<file path="src/rtl/classify_sweep_ctrl_if.sv">
// ---------------------------------------------------------------------------
// classify_sweep_ctrl_if
// Bundles the control request, the classifier operand/flag pair and the
// sweep result counters for classify_sweep_ctrl.
//
// Optional feature macro: CLASSIFY_BOTH_CNT_EN (adds both_cnt)
//
// Signals:
//   start, abort   : sweep request / terminate request
//   lo, hi         : inclusive operand range captured on an accepted start
//   a_out          : operand driven to the classifier
//   p_in, d_in     : classifier flag results
//   busy, done     : sweep active / one-cycle completion pulse
//   p_cnt, d_cnt   : per-flag operand counts
//   both_cnt       : count of operands raising both flags (optional)
//
// Modports:
//   master : control side plus the classifier (drives requests and flags)
//   slave  : the sweep controller
// ---------------------------------------------------------------------------
interface classify_sweep_ctrl_if #(
    parameter int unsigned WIDTH = 4,
    parameter int unsigned CNT_W = WIDTH + 1
);
    logic             start;
    logic             abort;
    logic [WIDTH-1:0] lo;
    logic [WIDTH-1:0] hi;
    logic [WIDTH-1:0] a_out;
    logic             p_in;
    logic             d_in;
    logic             busy;
    logic             done;
    logic [CNT_W-1:0] p_cnt;
    logic [CNT_W-1:0] d_cnt;
`ifdef CLASSIFY_BOTH_CNT_EN
    logic [CNT_W-1:0] both_cnt;
`endif

`ifdef CLASSIFY_BOTH_CNT_EN
    modport master (
        output start, abort, lo, hi, p_in, d_in,
        input  a_out, busy, done, p_cnt, d_cnt, both_cnt
    );

    modport slave (
        input  start, abort, lo, hi, p_in, d_in,
        output a_out, busy, done, p_cnt, d_cnt, both_cnt
    );
`else
    modport master (
        output start, abort, lo, hi, p_in, d_in,
        input  a_out, busy, done, p_cnt, d_cnt
    );

    modport slave (
        input  start, abort, lo, hi, p_in, d_in,
        output a_out, busy, done, p_cnt, d_cnt
    );
`endif

endinterface : classify_sweep_ctrl_if

</file>
<file path="src/rtl/classify_sweep_ctrl.sv">
// ---------------------------------------------------------------------------
// classify_sweep_ctrl
// Walks a combinational classifier's operand through the inclusive range
// lo..hi (wrapping modulo 2^WIDTH), one operand every two cycles (settle,
// then sample), and counts how many operands raised each classifier flag.
//
// Optional feature macro: CLASSIFY_BOTH_CNT_EN
//   defined   : both_cnt counts operands with p_in && d_in
//   undefined : no both_cnt port or counter
//
// Ports:
//   clk    : rising-edge clock
//   rst_n  : asynchronous active-low reset
//   bus    : classify_sweep_ctrl_if.slave (request, operand, flags, results)
//
// All bus outputs are registered.
// ---------------------------------------------------------------------------
module classify_sweep_ctrl #(
    parameter int unsigned WIDTH = 4,
    parameter int unsigned CNT_W = WIDTH + 1
) (
    input  logic                  clk,
    input  logic                  rst_n,
    classify_sweep_ctrl_if.slave  bus
);

    typedef enum logic [1:0] {
        ST_IDLE   = 2'd0,
        ST_SETTLE = 2'd1,
        ST_SAMPLE = 2'd2,
        ST_DONE   = 2'd3
    } state_t;

    state_t           r_state;
    state_t           w_state_nxt;

    logic [WIDTH-1:0] r_a_out;
    logic [WIDTH-1:0] w_a_out_nxt;
    logic [WIDTH-1:0] r_hi;
    logic [WIDTH-1:0] w_hi_nxt;
    logic [CNT_W-1:0] r_p_cnt;
    logic [CNT_W-1:0] w_p_cnt_nxt;
    logic [CNT_W-1:0] r_d_cnt;
    logic [CNT_W-1:0] w_d_cnt_nxt;
    logic             r_busy;
    logic             w_busy_nxt;
    logic             r_done;
    logic             w_done_nxt;
`ifdef CLASSIFY_BOTH_CNT_EN
    logic [CNT_W-1:0] r_both_cnt;
    logic [CNT_W-1:0] w_both_cnt_nxt;
`endif

    // State and registered outputs
    always_ff @(posedge clk or negedge rst_n) begin
        if (!rst_n) begin
            r_state    <= ST_IDLE;
            r_a_out    <= '0;
            r_hi       <= '0;
            r_p_cnt    <= '0;
            r_d_cnt    <= '0;
            r_busy     <= 1'b0;
            r_done     <= 1'b0;
`ifdef CLASSIFY_BOTH_CNT_EN
            r_both_cnt <= '0;
`endif
        end else begin
            r_state    <= w_state_nxt;
            r_a_out    <= w_a_out_nxt;
            r_hi       <= w_hi_nxt;
            r_p_cnt    <= w_p_cnt_nxt;
            r_d_cnt    <= w_d_cnt_nxt;
            r_busy     <= w_busy_nxt;
            r_done     <= w_done_nxt;
`ifdef CLASSIFY_BOTH_CNT_EN
            r_both_cnt <= w_both_cnt_nxt;
`endif
        end
    end

    // Next-state and next-output logic
    always_comb begin
        w_state_nxt    = r_state;
        w_a_out_nxt    = r_a_out;
        w_hi_nxt       = r_hi;
        w_p_cnt_nxt    = r_p_cnt;
        w_d_cnt_nxt    = r_d_cnt;
        w_done_nxt     = 1'b0;
`ifdef CLASSIFY_BOTH_CNT_EN
        w_both_cnt_nxt = r_both_cnt;
`endif

        case (r_state)
            ST_IDLE: begin
                if (bus.start && !bus.abort) begin
                    w_state_nxt    = ST_SETTLE;
                    w_a_out_nxt    = bus.lo;
                    w_hi_nxt       = bus.hi;
                    w_p_cnt_nxt    = '0;
                    w_d_cnt_nxt    = '0;
`ifdef CLASSIFY_BOTH_CNT_EN
                    w_both_cnt_nxt = '0;
`endif
                end
            end

            ST_SETTLE: begin
                w_state_nxt = bus.abort ? ST_IDLE : ST_SAMPLE;
            end

            ST_SAMPLE: begin
                // Accumulation happens even when abort coincides with SAMPLE
                w_p_cnt_nxt    = r_p_cnt + CNT_W'(bus.p_in);
                w_d_cnt_nxt    = r_d_cnt + CNT_W'(bus.d_in);
`ifdef CLASSIFY_BOTH_CNT_EN
                w_both_cnt_nxt = r_both_cnt + CNT_W'(bus.p_in & bus.d_in);
`endif
                if (bus.abort) begin
                    w_state_nxt = ST_IDLE;
                end else if (r_a_out == r_hi) begin
                    w_state_nxt = ST_DONE;
                end else begin
                    // Natural WIDTH-bit overflow gives the modulo 2^WIDTH wrap
                    w_a_out_nxt = r_a_out + WIDTH'(1);
                    w_state_nxt = ST_SETTLE;
                end
            end

            ST_DONE: begin
                w_state_nxt = ST_IDLE;
                w_done_nxt  = 1'b1;
            end

            default: begin
                w_state_nxt = ST_IDLE;
            end
        endcase

        // busy covers the registered done cycle so it drops one edge after done
        w_busy_nxt = (w_state_nxt != ST_IDLE) || (r_state == ST_DONE);
    end

    assign bus.a_out    = r_a_out;
    assign bus.p_cnt    = r_p_cnt;
    assign bus.d_cnt    = r_d_cnt;
    assign bus.busy     = r_busy;
    assign bus.done     = r_done;
`ifdef CLASSIFY_BOTH_CNT_EN
    assign bus.both_cnt = r_both_cnt;
`endif

endmodule : classify_sweep_ctrl

</file>
<file path="src/flat_wrapper.sv">
// flat-port wrapper written by rule: the top's interface ports become plain ports
module classify_sweep_ctrl_flat 
#(
    parameter int unsigned WIDTH = 4,
    parameter int unsigned CNT_W = WIDTH + 1
)
  (clk, rst_n, bus_start, bus_abort, bus_lo, bus_hi, bus_p_in, bus_d_in, bus_a_out, bus_busy, bus_done, bus_p_cnt, bus_d_cnt);
  classify_sweep_ctrl_if #(.WIDTH(WIDTH), .CNT_W(CNT_W)) bus_i ();
  input  logic clk;
  input  logic rst_n;
  input wire logic [$bits(bus_i.start)-1:0] bus_start;
  input wire logic [$bits(bus_i.abort)-1:0] bus_abort;
  input wire logic [$bits(bus_i.lo)-1:0] bus_lo;
  input wire logic [$bits(bus_i.hi)-1:0] bus_hi;
  input wire logic [$bits(bus_i.p_in)-1:0] bus_p_in;
  input wire logic [$bits(bus_i.d_in)-1:0] bus_d_in;
  output wire logic [$bits(bus_i.a_out)-1:0] bus_a_out;
  output wire logic [$bits(bus_i.busy)-1:0] bus_busy;
  output wire logic [$bits(bus_i.done)-1:0] bus_done;
  output wire logic [$bits(bus_i.p_cnt)-1:0] bus_p_cnt;
  output wire logic [$bits(bus_i.d_cnt)-1:0] bus_d_cnt;
  assign bus_i.start = bus_start;
  assign bus_i.abort = bus_abort;
  assign bus_i.lo = bus_lo;
  assign bus_i.hi = bus_hi;
  assign bus_i.p_in = bus_p_in;
  assign bus_i.d_in = bus_d_in;
  assign bus_a_out = bus_i.a_out;
  assign bus_busy = bus_i.busy;
  assign bus_done = bus_i.done;
  assign bus_p_cnt = bus_i.p_cnt;
  assign bus_d_cnt = bus_i.d_cnt;
  classify_sweep_ctrl #(.WIDTH(WIDTH), .CNT_W(CNT_W)) u_core (.clk(clk), .rst_n(rst_n), .bus(bus_i));
endmodule
</file>
<file path="config.mk">
export PLATFORM = sky130hd
export DESIGN_NAME = classify_sweep_ctrl_flat
export DESIGN_NICKNAME = d
export VERILOG_FILES = /design/src/rtl/classify_sweep_ctrl_if.sv /design/src/rtl/classify_sweep_ctrl.sv /design/src/flat_wrapper.sv
export SDC_FILE = /design/constraint.sdc
export NUM_CORES = 1
export LEC_CHECK = 0
export ABC_AREA = 1
export CORE_MARGIN = 2
export CORE_UTILIZATION = 35
export CTS_BUF_LIST = sky130_fd_sc_hd__clkbuf_4 sky130_fd_sc_hd__clkbuf_8
export DETAILED_ROUTE_END_ITERATION = 16
export DONT_BUFFER_PORTS = 1
export PLACE_DENSITY_LB_ADDON = 0.1
export SYNTH_ARGS = -nofsm -noshare
export SYNTH_HDL_FRONTEND = slang
export SYNTH_SLANG_ARGS = --single-unit
</file>
<file path="constraint.sdc">
create_clock -name clk -period 2.4 [get_ports clk]
set_input_delay 0.24 -clock clk [delete_from_list [all_inputs] [get_ports clk]]
set_output_delay 0.24 -clock clk [all_outputs]
set_load 0.01 [all_outputs]
</file>
==> results of run 1 <==
[where the power goes]
group          switching, mW  leakage, nW  internal [mW]  total (mW)
logic                 0.0896        0.356         0.0538       0.143
registers             0.0599        0.287          0.405       0.465
clock network          0.119       0.0210         0.0927       0.212
total                  0.269        0.664          0.552       0.821
[per-stage QoR]
stage          utilization, %  hold slack (ns)  total power [mW]  setup slack [ns]  area, um^2
4_1_cts                  38.8           0.0666             0.834             0.865        1270
3_5_place_dp             37.1          -0.0549             0.607             0.875        1220
2_1_floorplan               -          -0.0556             0.570              1.18        1180
5_1_grt                  38.8           0.0659             0.882             0.736        1270
6_report                 38.8           0.0715             0.821             0.875        1270
3_3_place_gp             37.1          -0.0550             0.605             0.937        1220
[metal layers]
metal,up-vias,track usage (%),part of all wire (%)
met5,-,0,0
met4,0,5.47,1.3
met3,4,5.38,6.5
met2,30,22.9,46
met1,439,19.7,47
li1,495,-,-
[layout by cell type (no fill, tap or decap)]
cell and count:
a21oi_4 1, dlygate4sd3_1 2, o21ai_1 3, xnor2_1 1, inv_1 15, nand3_2 1, nor2_1 10, nor2_4 1
clkbuf_8 1, o31ai_1 1, nand4_1 2, inv_2 2, a21oi_1 6, o21ai_0 9, inv_4 1, nand2_2 1
nand2_1 44, dfrtp_1 22, nor2_2 1, clkbuf_4 3, ha_1 5, nand3_1 21
[area by class of cell]
class                      count  area (um^2)
clock buffer                   4         36.3
fill                         342         2010
timing repair buffer           2         20.0
inverter                      18         70.1
multi-input combinational    107          539
sequential                    22          551
tap                           46         57.6
[worst paths after layout]
check	slack (ns)	endpoint	from	cells past startpoint
hold / removal	0.07	u_core.r_hi[1]$_DFFE_PN0P_	bus_hi[1]	2
setup reg to reg	0.87	u_core.bus.a_out[0]$_DFFE_PN0P_	u_core.r_state[0]$_DFF_PN0_	6
min in group asynchronous	0.54	u_core.r_hi[0]$_DFFE_PN0P_	rst_n	1
hold reg to reg	0.54	u_core.r_hi[3]$_DFFE_PN0P_	u_core.r_hi[3]$_DFFE_PN0P_	2
max in group asynchronous	1.24	u_core.r_state[0]$_DFF_PN0_	rst_n	1
setup / recovery	0.87	u_core.bus.a_out[0]$_DFFE_PN0P_	u_core.r_state[0]$_DFF_PN0_	6
[sequential cells by signal, indices dropped and copies added, names as in the netlist]
register,cells
u_core.r_state,2
u_core.bus.busy,1
u_core.bus.p_cnt,5
u_core.bus.done,1
u_core.bus.d_cnt,5
u_core.bus.a_out,4
u_core.r_hi,4
[worst max-delay path, stage by stage (launching register included)]
cell and delay (ns):
dfrtp_1 0.46, nor2_2 0.11, nand3_2 0.30, a21oi_4 0.33, nand2_2 0.11, nand2_1 0.07, nand2_1 0.05
[timing repair]
action | in CTS | in global routing
gates resized for setup | 0 | 0
hold endpoints to repair | 23 | 0
hold buffers | 2 | 0
[kinds of logic (layout without fill, tap and decap cells)]
kind of cell | after synthesis | count (layout) | share of synthesized area (%)
flops | 22 | 22 | 46.8
simple gates | 81 | 81 | 30.1
buf+inv | 21 | 24 | 7.44
fa+ha+maj | 5 | 5 | 5.31
compound gates | 20 | 20 | 9.67
xor+xnor | 1 | 1 | 0.744
==> metrics.yaml, run 1 <==
seq_area_frac_synth_pct: 46.8
power.leakage_nw: 0.664
outcome: "complete, no violations"
synth_nets: 169
synth.most_common_cell: "nand2_1"
p_per_area_mw_per_mm2: 644
cts_buffers: 3
synthesis.area_mm2: 0.00118
synth-edff-count: 0
postCtsSetupRepairBufs: 0
cp.arrival_ns: 1.74
synth-main-ff-cell: "dfrtp_1"
h-tree-depth: 1
setup-tns-final_ns: 0
hold_violations: 0
num-nets-final: 173
synth_largest_area_cell: "dfrtp_1"
drtPass1Iterations: 4
ios: 30
cp_data_required_time_ns: 2.62
tightestPinTransition_ns: 1.04
dp_cells: 193
min_period_ns: 1.53
port_buffers: 0
syn_inst: 150
worstSetupPathType: "flip-flop to flip-flop"
syn2layout_area_growth_pct: 8.18
clock_latency_ns: 0.31
async_flop_share_pct: 100
overflow: 0
fin_skew_ns: 0.00448
setup_viol: 0
fp.dieH_um: 62
drtIter0Drc: 27
grt_pass1_vias: 925
viasPerCell: 4.86
cts_sinks: 22
wl_per_cell_um: 12.7
yosysWarningCount: 0
root_buffer: "clkbuf_4"
routed-via-count: 968
ir_worst_vdd_uv: 217
timing.final.crit_share_pct: 63.5
clk_pin_slew_ns: 0.13
cp_max_fo: 16
rsz0062_at_grt: "false"
synthTopCellsByCount: "44 x nand2_1, 22 x dfrtp_1, 21 x nand3_1, 15 x inv_1, 10 x nor2_1"
dp_hpwl_um: 1860
start_util_pct: 35.8
ys_ff_latch: 22
core_mm2: 0.00328
cts_tree: "built"
synth_area_leaders: "dfrtp_1 47%, nand2_1 14%, nand3_1 8.9%, ha_1 5.3%, inv_1 4.8%"
critPathCaptureType: "flip-flop"
hp-class: "input pin to flip-flop"
critPathLaunchType: "flip-flop"
wl_um: 2520
max_clock_freq_ghz: 0.656
drive_above_1_share_pct: 7.84
synth_top_area_share_pct: 46.8
gp_congestion: 0.816
avgSynthCellArea_um2: 7.85
drc_errors: 0
grt_use_total_pct: 15.1
dieArea_mm2: 0.00384
drv_cap: 0
stdcell_count: 199
final_antenna_net_count: 0
grt_first_pass_wirelength_um: 4200
synth_cell_types: 21
n_antenna_cell: 0
grt_start_max_net_pins: 23
antenna_found_initial: 0
rows: 21
slew_violations: 0
max_slew_margin_pct: 30.7
die_x_um: 62
clockBufferDepth: 2
No activity file was read; power rests on OpenSTA's default activity.
==> run 2, diff against run 1 <==
==> constraint.sdc (replaced) <==
create_clock -name clk -period 1.35 [get_ports clk]
set_input_delay 0.135 -clock clk [delete_from_list [all_inputs] [get_ports clk]]
set_output_delay 0.135 -clock clk [all_outputs]
set_load 0.01 [all_outputs]
==> run 2 against run 1 <==
Utilization grew 4.2 points. Sequential share of layout area fell by 4.1 points. Flip-flop and latch count did not move. Cell area up 11%. Combinational power grew to 2.6 times the previous value. Clock-buffer cell count stayed put. Die area stayed put. Worst hold slack got worse by 0.053 ns. Power increased by 88%. Critical path type unchanged.
==> metrics.yaml, run 2 (synthesis results as in run 1) <==
dp_hpwl_um: 1870  # +0.44%
rows: 21  # unchanged
whs_path_depth: 3  # +1
final_area_mm2: 0.00141  # +11%
core_mm2: 0.00328  # unchanged
drtPass1Iterations: 4  # unchanged
max_slew_margin_pct: 32.0  # +1.4 points
worstSetupPathType: "flip-flop to flip-flop"
port_buffers: 0  # unchanged
tightestPinTransition_ns: 1.02  # -0.0168 ns
critPathLaunchType: "flip-flop"
drv_cap: 0  # unchanged
die_x_um: 62  # unchanged
layout_setup_ws_ns: 0.0940  # -0.781 ns
hold_violations: 0  # unchanged
grt_use_total_pct: 14.8  # -0.23 points
wl_per_cell_um: 11.9  # -6.0%
p_per_area_mw_per_mm2: 1090  # +70%
antenna_found_initial: 0  # unchanged
p_seq_share_pct: 51.5  # -5.2 points
ir_worst_vdd_uv: 462  # +110%
final_antenna_net_count: 0  # unchanged
grt_pass1_vias: 940  # +1.6%
grt_start_max_net_pins: 23  # unchanged
drive_above_1_share_pct: 15.4  # +7.5 points
rsz0062_at_grt: "true"
slew_violations: 0  # unchanged
cp_max_fo: 5  # -11
clockBufferDepth: 2  # unchanged
switching_share_pct: 31.8  # -0.91 points
h-tree-depth: 1  # unchanged
fp.dieH_um: 62  # unchanged
cts_buffers: 3  # unchanged
drtIter0Drc: 37  # +37%
final_cell_mix: "43 x nand2_1, 21 x nand3_1, 21 x dfrtp_1"
reg2regPathDepth: 7  # +1
switchingPower_uw: 491  # +83%
cts_sinks: 22  # unchanged
dieArea_mm2: 0.00384  # unchanged
r2r_slack_ns: 0.09  # -0.78 ns
hold_start: "bus_abort"
comb_power_share_pct: 24.3  # +6.8 points
timing.final.crit_share_pct: 93.0  # +29 points
dpl_cell_area_mm2: 0.00129  # +6.2%
gp_congestion: 0.771  # -5.5%
overflow: 0  # unchanged
start_util_pct: 35.8  # unchanged
syn2layout_area_growth_pct: 19.8
cp.arrival_ns: 1.51  # -0.23 ns
drc_errors: 0  # unchanged
n_antenna_cell: 0  # unchanged
critPathCaptureType: "flip-flop"
setup_viol: 0  # unchanged
grt_first_pass_wirelength_um: 4130  # -1.8%
outcome: "complete, no violations"
cts_tree: "built"
ios: 30  # unchanged
clock_power_share_pct: 24.2  # -1.6 points
max_clock_freq_ghz: 0.796  # +21%
r2r_end: "u_core.bus.a_out[0]$_DFFE_PN0P_"
clk_pin_slew_ns: 0.12  # about the same
power.leakage_nw: 0.747  # +13%
viasPerCell: 4.78  # -1.8%
fin_skew_ns: 0.00869  # +0.00420 ns
hp-class: "input pin to flip-flop"
p_int_mw: 1.05  # +90%
num-nets-final: 189  # +9.2%
wl_um: 2560  # +1.6%
min_to: "u_core.r_state[1]$_DFF_PN0_"
min_period_ns: 1.26  # -0.269 ns
final_common_cell: "nand2_1"
root_buffer: "clkbuf_4"
clock_latency_ns: 0.31  # about the same
reg2reg_from: "u_core.r_state[1]$_DFF_PN0_"
cp_data_required_time_ns: 1.60  # -1.02 ns
dpl_worst_slack_ns: 0.0686  # -0.806 ns
routed-via-count: 1027  # +6.1%
## run 2: cell count changes in the layout (fill, tap and decap cells not counted), sizes merged
| cell | previous run | this run |
|---|---|---|
| buf | 0 | 12 |
| dlygate4sd3 | 2 | 5 |
| dlymetal6s4s | 0 | 1 |
## run 2: layout make-up
class / count / area [um^2]
fillers: 350 / 1870
flip-flops and latches: 22 / 552
multi-input cells: 107 / 542
repair buffers: 18 / 153
inverters: 18 / 70.1
well taps: 46 / 57.6
clock buffers: 4 / 36.3
## run 2: per-layer routing
layer  wire (um)  vias to the layer above  track usage, %
met5           0                        -               0
met3         127                        4            3.73
met1        1200                      475            20.0
met4          42                        0            7.29
li1            -                      524               -
met2        1190                       24            22.2
## run 2: what timing repair did
item,CTS,global route
endpoints found under the setup margin,0,4
buffers inserted,0,2
hold endpoints to repair,27,0
resized for setup,0,3
hold buffers,6,0
## run 2: critical path: stages, from the launching register on
cell,delay [ns]
dfrtp_1,0.41
inv_2,0.06
nor2_4,0.17
inv_4,0.07
buf_4,0.14
o21ai_0,0.16
nand3_1,0.10
nand2_1,0.08
## run 2: power groups by stage
stage | combinational, mW | clock, mW | sequential [mW]
final | 0.375 | 0.373 | 0.794
after global routing | 0.441 | 0.419 | 0.803
after CTS | 0.375 | 0.391 | 0.791
after detailed placement | 0.340 | 0 | 0.803
after global placement | 0.343 | 0 | 0.804
after floorplan | 0.199 | 0 | 0.815
## run 2: how the worst max path moves through the flow
stage	slack, ns	end	startpoint	depth (start not counted)
2_1_floorplan	0.13	u_core.bus.d_cnt[2]$_DFFE_PN0P_	u_core.bus.d_cnt[0]$_DFFE_PN0P_	5
3_3_place_gp	0.11	u_core.bus.a_out[0]$_DFFE_PN0P_	u_core.r_state[0]$_DFF_PN0_	6
3_5_place_dp	0.07	u_core.bus.a_out[0]$_DFFE_PN0P_	u_core.r_state[0]$_DFF_PN0_	6
4_1_cts	0.05	u_core.bus.a_out[0]$_DFFE_PN0P_	u_core.r_state[0]$_DFF_PN0_	6
5_1_grt	-0.004	u_core.bus.a_out[0]$_DFFE_PN0P_	u_core.r_state[1]$_DFF_PN0_	7
6_report	0.09	u_core.bus.a_out[0]$_DFFE_PN0P_	u_core.r_state[1]$_DFF_PN0_	7
## run 2: through the flow
step | total power, mW | cells | utilization, % | hold slack [ns] | setup TNS (ns)
after CTS | 1.56 | 213 | 42.3 | 0.0144 | 0
after global routing | 1.66 | 215 | 42.9 | 0.0215 | -0.00555
after floorplan | 1.01 | 150 | - | -0.161 | 0
after detailed placement | 1.14 | 203 | 39.4 | -0.160 | 0
final | 1.54 | 215 | 42.9 | 0.0183 | 0
after global placement | 1.15 | 203 | 39.4 | -0.160 | 0
